<file path="src/rtl/puzzle_pkg.sv">
// puzzle_pkg: shared definitions for the 9-puzzle ALU and its instruction sequencer.
// Holds ALU and controller opcodes, the sequencer state enum, the instruction
// word layout (packed struct plus field positions) and small decode helpers.
package puzzle_pkg;

    localparam int unsigned DW   = 8;   // datapath / register width
    localparam int unsigned IW   = 24;  // instruction word width
    localparam int unsigned NREG = 8;   // register file depth
    localparam int unsigned RAW  = 3;   // register address width

    // Instruction field positions
    localparam int unsigned OP_LSB     = 16;
    localparam int unsigned IMMSEL_BIT = 15;
    localparam int unsigned DST_LSB    = 12;
    localparam int unsigned SRC_LSB    = 8;
    localparam int unsigned IMM_LSB    = 0;

    // ALU opcodes
    localparam logic [7:0] ALU_SET    = 8'h01;  // out = ina
    localparam logic [7:0] ALU_ADD    = 8'h02;  // out = ina + inb
    localparam logic [7:0] ALU_CHECK  = 8'h10;  // zf = (ina == inb)
    localparam logic [7:0] ALU_CHECKR = 8'h11;  // zf = (ina == inb), register form
    localparam logic [7:0] ALU_LESS   = 8'h12;  // zf = (inb < ina)
    localparam logic [7:0] ALU_WRITE  = 8'h20;  // out = inb, routed to board output

    // Controller opcodes, executed by the sequencer itself
    localparam logic [7:0] OP_NOP  = 8'hF0;
    localparam logic [7:0] OP_JMP  = 8'hF1;
    localparam logic [7:0] OP_JZ   = 8'hF2;
    localparam logic [7:0] OP_JNZ  = 8'hF3;
    localparam logic [7:0] OP_HALT = 8'hF4;

    typedef enum logic [2:0] {
        ST_IDLE,
        ST_FETCH,
        ST_DECODE,
        ST_EXEC,
        ST_OUT,
        ST_DONE
    } state_t;

    typedef struct packed {
        logic [7:0] op;
        logic       immsel;
        logic [2:0] dst;
        logic       rsvd;
        logic [2:0] src;
        logic [7:0] imm;
    } instr_t;

    function automatic logic is_ctrl_op(input logic [7:0] op);
        return op inside {OP_NOP, OP_JMP, OP_JZ, OP_JNZ, OP_HALT};
    endfunction

    function automatic logic is_cmp_op(input logic [7:0] op);
        return op inside {ALU_CHECK, ALU_CHECKR, ALU_LESS};
    endfunction

    // Assemble an instruction word; the reserved bit is left 0.
    function automatic logic [IW-1:0] mk_instr(input logic [7:0] op,
                                               input logic       immsel,
                                               input logic [2:0] dst,
                                               input logic [2:0] src,
                                               input logic [7:0] imm);
        logic [IW-1:0] w;
        w                  = '0;
        w[OP_LSB +: 8]     = op;
        w[IMMSEL_BIT]      = immsel;
        w[DST_LSB +: RAW]  = dst;
        w[SRC_LSB +: RAW]  = src;
        w[IMM_LSB +: DW]   = imm;
        return w;
    endfunction

endpackage

</file>
<file path="src/rtl/puzzle_ctrl_if.sv">
// puzzle_ctrl_if: bus bundle between the sequencer and its neighbours.
//   imem_addr/imem_rdata : synchronous instruction ROM (data one cycle after addr)
//   alu_ina/inb/op, alu_out/alu_zf : combinational 9-puzzle ALU
//   wr_valid/wr_data/wr_ready : board-output stream handshake
// master = sequencer side, slave = ROM/ALU/consumer side.
interface puzzle_ctrl_if #(
    parameter int unsigned IMEM_AW = 8
);
    import puzzle_pkg::*;

    logic [IMEM_AW-1:0] imem_addr;
    logic [IW-1:0]      imem_rdata;
    logic [DW-1:0]      alu_ina;
    logic [DW-1:0]      alu_inb;
    logic [DW-1:0]      alu_op;
    logic [DW-1:0]      alu_out;
    logic               alu_zf;
    logic               wr_valid;
    logic [DW-1:0]      wr_data;
    logic               wr_ready;

    modport master (
        output imem_addr, alu_ina, alu_inb, alu_op, wr_valid, wr_data,
        input  imem_rdata, alu_out, alu_zf, wr_ready
    );

    modport slave (
        input  imem_addr, alu_ina, alu_inb, alu_op, wr_valid, wr_data,
        output imem_rdata, alu_out, alu_zf, wr_ready
    );

endinterface

</file>
<file path="src/rtl/puzzle_regfile.sv">
// puzzle_regfile: 8 x 8-bit register file.
//   ra_addr/ra_data, rb_addr/rb_data : combinational operand read ports
//   dbg_addr/dbg_data                : combinational debug read port
//   we/waddr/wdata                   : synchronous write port
// Async active-low reset clears every register.
module puzzle_regfile
    import puzzle_pkg::*;
(
    input  logic           clk,
    input  logic           rst_n,
    input  logic [RAW-1:0] ra_addr,
    output logic [DW-1:0]  ra_data,
    input  logic [RAW-1:0] rb_addr,
    output logic [DW-1:0]  rb_data,
    input  logic [RAW-1:0] dbg_addr,
    output logic [DW-1:0]  dbg_data,
    input  logic           we,
    input  logic [RAW-1:0] waddr,
    input  logic [DW-1:0]  wdata
);

    logic [NREG-1:0][DW-1:0] regs_q;

    // Register storage
    always_ff @(posedge clk or negedge rst_n) begin
        if (!rst_n) begin
            regs_q <= '0;
        end else if (we) begin
            regs_q[waddr] <= wdata;
        end
    end

    assign ra_data  = regs_q[ra_addr];
    assign rb_data  = regs_q[rb_addr];
    assign dbg_data = regs_q[dbg_addr];

endmodule

</file>
<file path="src/rtl/puzzle_ctrl.sv">
// puzzle_ctrl: multicycle instruction sequencer in front of the 9-puzzle ALU.
// Fetches from a synchronous ROM, decodes into ALU operands, writes results back
// to an 8-entry register file, runs JMP/JZ/JNZ/HALT itself and streams WRITE
// results over a valid/ready handshake.
// Ports:
//   clk, rst_n        : clock, async active-low reset
//   step              : single-step enable (only with PUZZLE_CTRL_STEP_EN defined)
//   start             : pulse, starts execution at PC 0 when idle
//   bus (master)      : ROM, ALU and write-stream signals
//   busy, done        : running flag, one-cycle completion pulse
//   dbg_addr/dbg_data : combinational register read-back
// Build option: PUZZLE_CTRL_STEP_EN adds the step port; FETCH then waits for step.
module puzzle_ctrl
    import puzzle_pkg::*;
#(
    parameter int unsigned IMEM_AW = 8
) (
    input  logic           clk,
    input  logic           rst_n,
`ifdef PUZZLE_CTRL_STEP_EN
    input  logic           step,
`endif
    input  logic           start,
    puzzle_ctrl_if.master  bus,
    output logic           busy,
    output logic           done,
    input  logic [RAW-1:0] dbg_addr,
    output logic [DW-1:0]  dbg_data
);

    state_t             state_q, state_d;
    logic [IMEM_AW-1:0] pc_q, pc_d, pc_inc, pc_tgt;
    logic               zf_q, zf_d;
    instr_t             ir_q, ir_d;
    instr_t             dec;
    logic [DW-1:0]      alu_ina_q, alu_ina_d;
    logic [DW-1:0]      alu_inb_q, alu_inb_d;
    logic [DW-1:0]      alu_op_q, alu_op_d;
    logic               wr_valid_q, wr_valid_d;
    logic [DW-1:0]      wr_data_q, wr_data_d;
    logic               busy_q, busy_d;
    logic               done_q, done_d;
    logic               rf_we_c;
    logic [DW-1:0]      ra_data, rb_data;
    logic               step_ok;
    logic               ir_unused;

`ifdef PUZZLE_CTRL_STEP_EN
    assign step_ok = step;
`else
    assign step_ok = 1'b1;
`endif

    assign dec    = instr_t'(bus.imem_rdata);
    assign pc_inc = pc_q + IMEM_AW'(1);
    assign pc_tgt = IMEM_AW'(ir_q.imm);

    // Operands are read straight off the ROM word during DECODE
    puzzle_regfile u_regfile (
        .clk      (clk),
        .rst_n    (rst_n),
        .ra_addr  (dec.src),
        .ra_data  (ra_data),
        .rb_addr  (dec.dst),
        .rb_data  (rb_data),
        .dbg_addr (dbg_addr),
        .dbg_data (dbg_data),
        .we       (rf_we_c),
        .waddr    (ir_q.dst),
        .wdata    (bus.alu_out)
    );

    // State and registered outputs
    always_ff @(posedge clk or negedge rst_n) begin
        if (!rst_n) begin
            state_q    <= ST_IDLE;
            pc_q       <= '0;
            zf_q       <= 1'b0;
            ir_q       <= '0;
            alu_ina_q  <= '0;
            alu_inb_q  <= '0;
            alu_op_q   <= OP_NOP;
            wr_valid_q <= 1'b0;
            wr_data_q  <= '0;
            busy_q     <= 1'b0;
            done_q     <= 1'b0;
        end else begin
            state_q    <= state_d;
            pc_q       <= pc_d;
            zf_q       <= zf_d;
            ir_q       <= ir_d;
            alu_ina_q  <= alu_ina_d;
            alu_inb_q  <= alu_inb_d;
            alu_op_q   <= alu_op_d;
            wr_valid_q <= wr_valid_d;
            wr_data_q  <= wr_data_d;
            busy_q     <= busy_d;
            done_q     <= done_d;
        end
    end

    // Next-state, commit and output decode
    always_comb begin
        state_d    = state_q;
        pc_d       = pc_q;
        zf_d       = zf_q;
        ir_d       = ir_q;
        alu_ina_d  = alu_ina_q;
        alu_inb_d  = alu_inb_q;
        alu_op_d   = alu_op_q;
        wr_valid_d = wr_valid_q;
        wr_data_d  = wr_data_q;
        rf_we_c    = 1'b0;

        case (state_q)
            ST_IDLE: begin
                if (start) begin
                    state_d = ST_FETCH;
                    pc_d    = '0;
                    zf_d    = 1'b0;
                end
            end
            ST_FETCH: begin
                if (step_ok) begin
                    state_d = ST_DECODE;
                end
            end
            ST_DECODE: begin
                ir_d      = dec;
                alu_ina_d = dec.immsel ? dec.imm : ra_data;
                alu_inb_d = rb_data;
                alu_op_d  = is_ctrl_op(dec.op) ? OP_NOP : dec.op;
                state_d   = ST_EXEC;
            end
            ST_EXEC: begin
                state_d = ST_FETCH;
                pc_d    = pc_inc;
                if (is_ctrl_op(ir_q.op)) begin
                    case (ir_q.op)
                        OP_JMP:  pc_d = pc_tgt;
                        OP_JZ:   if (zf_q)  pc_d = pc_tgt;
                        OP_JNZ:  if (!zf_q) pc_d = pc_tgt;
                        OP_HALT: begin
                            pc_d    = pc_q;
                            state_d = ST_DONE;
                        end
                        default: ;
                    endcase
                end else if (is_cmp_op(ir_q.op)) begin
                    zf_d = bus.alu_zf;
                end else if (ir_q.op == ALU_WRITE) begin
                    // PC stays on the WRITE until the consumer takes the beat
                    pc_d       = pc_q;
                    wr_data_d  = bus.alu_out;
                    wr_valid_d = 1'b1;
                    state_d    = ST_OUT;
                end else begin
                    rf_we_c = 1'b1;
                end
            end
            ST_OUT: begin
                if (wr_valid_q && bus.wr_ready) begin
                    wr_valid_d = 1'b0;
                    pc_d       = pc_inc;
                    state_d    = ST_FETCH;
                end
            end
            ST_DONE: begin
                state_d = ST_IDLE;
            end
            default: begin
                state_d = ST_IDLE;
            end
        endcase

        busy_d = state_d inside {ST_FETCH, ST_DECODE, ST_EXEC, ST_OUT};
        done_d = (state_d == ST_DONE);
    end

    assign bus.imem_addr = pc_q;
    assign bus.alu_ina   = alu_ina_q;
    assign bus.alu_inb   = alu_inb_q;
    assign bus.alu_op    = alu_op_q;
    assign bus.wr_valid  = wr_valid_q;
    assign bus.wr_data   = wr_data_q;
    assign busy          = busy_q;
    assign done          = done_q;

    // Operand-only fields are consumed in DECODE, not from the held word
    assign ir_unused = ^{ir_q.immsel, ir_q.rsvd, ir_q.src};

endmodule

</file>
<file path="src/flat_wrapper.sv">
// flat-port wrapper written by rule: the top's interface ports become plain ports
module puzzle_ctrl_flat import puzzle_pkg::*;
#(
    parameter int unsigned IMEM_AW = 8
)
  (clk, rst_n, start, busy, done, dbg_addr, dbg_data, bus_imem_addr, bus_alu_ina, bus_alu_inb, bus_alu_op, bus_wr_valid, bus_wr_data, bus_imem_rdata, bus_alu_out, bus_alu_zf, bus_wr_ready);
  puzzle_ctrl_if #(.IMEM_AW(IMEM_AW)) bus_i ();
  input  logic clk;
  input  logic rst_n;
  input  logic start;
  output logic busy;
  output logic done;
  input  logic [RAW-1:0] dbg_addr;
  output logic [DW-1:0] dbg_data;
  output wire logic [$bits(bus_i.imem_addr)-1:0] bus_imem_addr;
  output wire logic [$bits(bus_i.alu_ina)-1:0] bus_alu_ina;
  output wire logic [$bits(bus_i.alu_inb)-1:0] bus_alu_inb;
  output wire logic [$bits(bus_i.alu_op)-1:0] bus_alu_op;
  output wire logic [$bits(bus_i.wr_valid)-1:0] bus_wr_valid;
  output wire logic [$bits(bus_i.wr_data)-1:0] bus_wr_data;
  input wire logic [$bits(bus_i.imem_rdata)-1:0] bus_imem_rdata;
  input wire logic [$bits(bus_i.alu_out)-1:0] bus_alu_out;
  input wire logic [$bits(bus_i.alu_zf)-1:0] bus_alu_zf;
  input wire logic [$bits(bus_i.wr_ready)-1:0] bus_wr_ready;
  assign bus_imem_addr = bus_i.imem_addr;
  assign bus_alu_ina = bus_i.alu_ina;
  assign bus_alu_inb = bus_i.alu_inb;
  assign bus_alu_op = bus_i.alu_op;
  assign bus_wr_valid = bus_i.wr_valid;
  assign bus_wr_data = bus_i.wr_data;
  assign bus_i.imem_rdata = bus_imem_rdata;
  assign bus_i.alu_out = bus_alu_out;
  assign bus_i.alu_zf = bus_alu_zf;
  assign bus_i.wr_ready = bus_wr_ready;
  puzzle_ctrl #(.IMEM_AW(IMEM_AW)) u_core (.clk(clk), .rst_n(rst_n), .start(start), .bus(bus_i), .busy(busy), .done(done), .dbg_addr(dbg_addr), .dbg_data(dbg_data));
endmodule
</file>
<file path="config.mk">
export PLATFORM = sky130hd
export DESIGN_NAME = puzzle_ctrl_flat
export DESIGN_NICKNAME = d
export VERILOG_FILES = /design/src/rtl/puzzle_pkg.sv /design/src/rtl/puzzle_ctrl_if.sv /design/src/rtl/puzzle_regfile.sv /design/src/rtl/puzzle_ctrl.sv /design/src/flat_wrapper.sv
export SDC_FILE = /design/constraint.sdc
export NUM_CORES = 1
export LEC_CHECK = 0
export CAP_MARGIN = 20
export CORE_ASPECT_RATIO = 0.8
export CORE_MARGIN = 2
export CORE_UTILIZATION = 41
export CTS_CLUSTER_SIZE = 14
export DETAILED_ROUTE_END_ITERATION = 7
export SETUP_SLACK_MARGIN = 0.15
export SLEW_MARGIN = 20
export SYNTH_ARGS = -nofsm -noshare
export SYNTH_HDL_FRONTEND = slang
export SYNTH_SLANG_ARGS = --single-unit
</file>
<file path="constraint.sdc">
create_clock -name clk -period 2.65 [get_ports clk]
set_clock_uncertainty 0.15 [all_clocks]
set_input_delay 0.265 -clock clk [delete_from_list [all_inputs] [get_ports clk]]
set_output_delay 0.265 -clock clk [all_outputs]
set_load 0.01 [all_outputs]
</file>
# Yosys cells after proc, flatten, opt, wreduce, memory -nomap -nowiden
# Cells that the tools add are included.
# totals
reg_bits,130
inputBits,40
out_inout_bits,51
# classes
addsub,1
order_cmp,5
eq_ne,31
n_mux,40
bitwise,2
n_reduce_logical,14
# ops
op,n
8-bit two-way mux,13
"8-bit equality test, second input constant",10
8-bit binary-select mux with 3-bit select,3
64-bit bitwise mux,1
8-bit case mux with 4 select lines,1
8-bit demux with 3-bit select,1
"8-bit by 5-bit equality test with 1-bit output, second input constant",3
8-bit case mux with 3 select lines,1
3-bit two-way mux,6
"3-bit by 4-bit less-than comparator with 1-bit output, second input constant",4
3-bit case mux with 5 select lines,1
"3-bit by 2-bit equality test with 1-bit output, second input constant",4
1-bit two-way mux,11
5-bit AND reduction,2
5-bit nonzero test,2
"3-bit equality test, second input constant",3
"8-bit by 1-bit adder with 8-bit output, second input constant",1
"8-bit by 6-bit equality test with 1-bit output, second input constant",1
4-bit AND reduction,2
"3-bit by 1-bit equality test with 1-bit output, second input constant",2
"2-bit by 1-bit != test with 1-bit output, second input constant",3
"2-bit != test, second input constant",3
3-bit nonzero test,2
"4-bit by 2-bit != test with 1-bit output, second input constant",1
8 further kinds,12

# Logic depth before layout (Yosys ltp)
# logic_depth
word_depth,7
ltp_mapped,7
depth_no_buf,6

# By module
# Synthesis repeated with hierarchy kept, for this count alone.
# hier_totals
cells_unflattened,534
area_unflattened_um2,7133.1
# by_module_without_submodules
module,instances,cells_each,area_each_um2
puzzle_regfile,1,230,4078.9
puzzle_ctrl,1,304,3054.2

# Worst setup path after synthesis
# OpenSTA, ideal clock, no wires.
# synth_path
path_kind,input port to output port
from,input port dbg_addr[0]
to,output port dbg_data[0]
arrival_time_ps,1600
t_required_ps,2235
slack_ps,635
stages,4
path_buffers,2
path_cell_list,buf_2 > buf_2 > mux4_2 > mux2_2
# synth_between
elab_chain_len,2
# synth_rtl
element,line,text
from (decl),flat_wrapper.sv:13,input logic [RAW-1:0] dbg_addr;
8-bit binary-select mux with 3-bit select,puzzle_regfile.sv:35,assign dbg_data = regs_q[dbg_addr];
8-bit two-way mux (implied by the code),puzzle_regfile.sv:35,
to (decl),flat_wrapper.sv:14,output logic [DW-1:0] dbg_data;
# Every way passes these cells. The select of a mux whose other input is x is not followed.

# Worst setup path after layout
# layout_path
from,register u_core.state_q[0]
to,register u_core.u_regfile.regs_q[58] (netlist name)
# layout_between
elab_chain_len,2
# layout_rtl
element,line,text
from (decl),puzzle_ctrl.sv:31,"state_t state_q, state_d;"
from (signal assigned),puzzle_ctrl.sv:88,state_q <= state_d;
3-bit by 2-bit equality test with 1-bit output,puzzle_ctrl.sv:115,case (state_q)
1-bit two-way mux,puzzle_ctrl.sv:115,
"to (signal, indexed assignment)",puzzle_regfile.sv:29,regs_q[waddr] <= wdata;
to (decl),puzzle_regfile.sv:22,logic [NREG-1:0][DW-1:0] regs_q;
# Every way passes these cells.
# A chain may end at the register's enable or synchronous reset.

==> run_results.csv <==
group,metric,value,unit
status,status,"finished, final reports clean",
timing,max_freq,0.4164,GHz
placement,dp_worst_setup_slack,-43.97,ps
clocking,tritoncts,"yes",
final_layout,fillCellCount,1404,
global_routing,grt_pass1_vias,5055,
clocking,clock-root-buffer,"clkbuf_16",
timing,grt_setup_unrepaired,"no",
synth,syn-num-nets,608,
clocking,h-tree-depth,4,
timing,slew_violations,0,
routing,drt_pass1_iterations,5,
global_routing,grt_overflow_total,0,
global_routing,grt_use_total,21.51,%
routing,wl_met3,925,microns
final_layout,regArea,3258,sq um
critical_path,worstPathArrival,2550,ps
worst_hold_path,holdCritPathClass,"in2async",
critical_path,cpPeakStageDelay,550,ps
synth,netlist_instances,567,
timing,tightest_slew,681.3,ps
global_routing,grt_pass1_wl,28770,microns
clocking,clk_path_buf_depth,2,
placement,hpwl,12450,microns
critical_path,cp_slowest_cell,"dfrtp_1",
routing,wl_met1,8392,microns
critical_path,worst-r2r-cell-count,5,
final_layout,area_growth,25.37,%
final_layout,nets,701,
synth,synth_cell_types,62,
synth,yosysMostFrequentCell,"dfrtp_1",
timing,fin_crit_sh,90.62,%
synth,synth_top_area_cell,"dfrtp_1",
die,die_x,150.4,microns
clocking,clk_latency,420,ps
pwr,p_leak,3.717,nW
final_layout,postLayoutCoreUtil,52.88,%
final_layout,multi_input_area,3556,sq um
routing,met2_length,8542,microns
pwr,vdd_drop_max,0.4220,mV
routing,routed_wl,18190,microns
critical_path,crit_path_cell_trace,"nand3b_4 > a31oi_1 > and3_1 > nand3_4 > mux2_2",
routing,viasPerCell,5.721,
global_routing,grt_max_degree,72,
critical_path,crit_fanout,8,
placement,io_buffers,89,
synth,synth_commonest_cells,"dfrtp_1 (126), nand2_1 (84), mux2_2 (79)",
synth,synth-edff-count,0,
critical_path,crit_required,2800,ps
synth,yosys-top-cells-area,"dfrtp_1 (45%), mux4_2 (15%), mux2_2 (13%), nand2_1 (4.5%), mux2i_1 (2.3%)",
job,maxCapViolCount,0,
placement,globalplace.congestion,0.8559,
final_layout,diodes,0,
die,core_area,16660,sq um
clocking,cts_buffers,17,
synth,ys_seq_elements,130,
synth,async_flop_share,100.0,%
synth,synthFlopType,"dfrtp_1",
die,ios,91,
timing,slew_headroom,54.44,%
clocking,clk_pin_slew,60,ps
final_layout,drive_gt1_share,29.57,%
critical_path,crit_type,"reg2reg",
routing,via_count,5109,
synth,avgSynthCellArea,12.39,sq um
routing,wl_per_cell,20.37,microns
pwr,p_per_area,548.7,nW/um^2
synth,netlist_area,7027,sq um
clocking,clock-sinks,130,
die,start_util,42.18,%
die,die_y,121.1,microns
die,rows,42,
timing,finalWorstSetupSlack,248.5,ps
timing,period_minus_slack,2401,ps
synth,synth_top_area_share,44.87,%
die,die_area,18210,sq um
critical_path,cp-end-kind,"flip-flop",
synth,yosys_warnings,0,
routing,drt_iter0_drc,314,
routing,drc,0,
clocking,cts_setup_buffers,0,
synth,ys_seq_area_share,46.37,%
global_routing,antenna_found_initial,0,
routing,top_layer_used,"met4",
timing,hold_viol_final,0,
critical_path,start_kind,"flip-flop",
timing,setup_violations,0,
routing,antenna_left,0,
[cell families (layout without fill, tap and decap cells)]
kind of cell / count (synthesis) / count (layout) / synth area share, %
multiplexers: 144 / 144 / 30.54
adder cells (fa/ha/maj): 1 / 1 / 0.1780
AO/OA/AOI/OAI: 82 / 82 / 7.408
XOR/XNOR: 3 / 3 / 0.3740
buffers and inverters: 42 / 148 / 3.116
flip-flops: 130 / 130 / 46.37
AND/OR/NAND/NOR: 165 / 165 / 12.02
[cells in the final DEF, fill, tap and decap left out, types with 6 or more instances in the layout]
master,count
dfrtp_1,126
nand2_1,84
mux2_2,79
clkdlybuf4s50_1,79
mux4_2,48
nor2_1,31
a21oi_1,24
o21ai_0,22
clkbuf_16,17
mux2i_1,16
buf_4,14
nand3_1,9
inv_1,7
nand2_4,6
clkbuf_1,6
[worst max-delay path, delay by kind of cell, from the launching register on]
family	cells	cell delay (ps)
compound gates	1	330
mux	1	340
simple gates	3	900
flops	1	550
[final cells by class]
cell class	instances	area share, %
Inverter	7	0.2983
Sequential cell	130	36.98
Clock inverter	5	0.5965
Multi-Input combinational cell	395	40.36
Tap cell	220	3.125
Timing Repair Buffer	109	12.92
Clock buffer	27	5.709
[final timing paths]
| kind | slack [ps] | startpoint | to |
|---|---|---|---|
| hold reg to reg | 310 | u_core.bus.alu_op[7]$_DFFE_PN1N_ | u_core.bus.alu_op[7]$_DFFE_PN1N_ |
| max in group asynchronous | 1390 | rst_n | u_core.u_regfile.regs_q[9]$_DFFE_PN0P_ |
| setup / recovery | 250 | u_core.state_q[0]$_DFF_PN0_ | u_core.u_regfile.regs_q[58]$_DFFE_PN0P_ |
| setup reg to reg | 250 | u_core.state_q[0]$_DFF_PN0_ | u_core.u_regfile.regs_q[58]$_DFFE_PN0P_ |
| min in group clk | 250 | bus_imem_rdata[21] | u_core.bus.alu_op[5]$_DFFE_PN1N_ |
| hold / removal | 130 | rst_n | u_core.bus.wr_data[5]$_DFFE_PN0P_ |
[stage by stage]
stage	TNS, ps	power, mW	hold slack [ps]	cells	instance area (sq um)
finish	0	4.834	125.7	893	8810
global route	0	5.015	161.0	893	8810
CTS	0	4.879	132.6	893	8797
detailed placement	-256.1	2.657	39.34	859	8202
global placement	-146.5	2.645	31.75	859	8202
floorplan	0	2.397	-180.6	567	7027
[power breakdown]
| group | switching (mW) | internal (mW) | total (mW) |
|---|---|---|---|
| Sequential | 0.0533 | 2.05 | 2.10 |
| Clock | 0.832 | 1.38 | 2.22 |
| Combinational | 0.217 | 0.302 | 0.519 |
[routing by layer]
metal	up-vias	global-route usage, %
li1	2301	-
met1	2609	30.83
met2	171	32.22
met3	28	5.038
met4	0	7.370
met5	-	0
[state kept, by name (all words and copies together) (netlist names), 3 cells and up]
| register | flops |
|---|---|
| u_core.bus.alu_op | 8 |
| u_core.ir_q | 11 |
| u_core.bus.imem_addr | 8 |
| u_core.bus.wr_data | 8 |
| u_core.u_regfile.regs_q | 64 |
| u_core.pc_tgt | 8 |
| u_core.state_q | 3 |
| u_core.bus.alu_inb | 8 |
| u_core.bus.alu_ina | 8 |
[what timing repair did]
action,CTS,global route
hold buffers,1,0
setup endpoints to repair,8,5
cloned,1,0
gates resized for setup,6,5
hold endpoints to repair,32,0
Note: power is estimated with default switching activity, not from simulation.
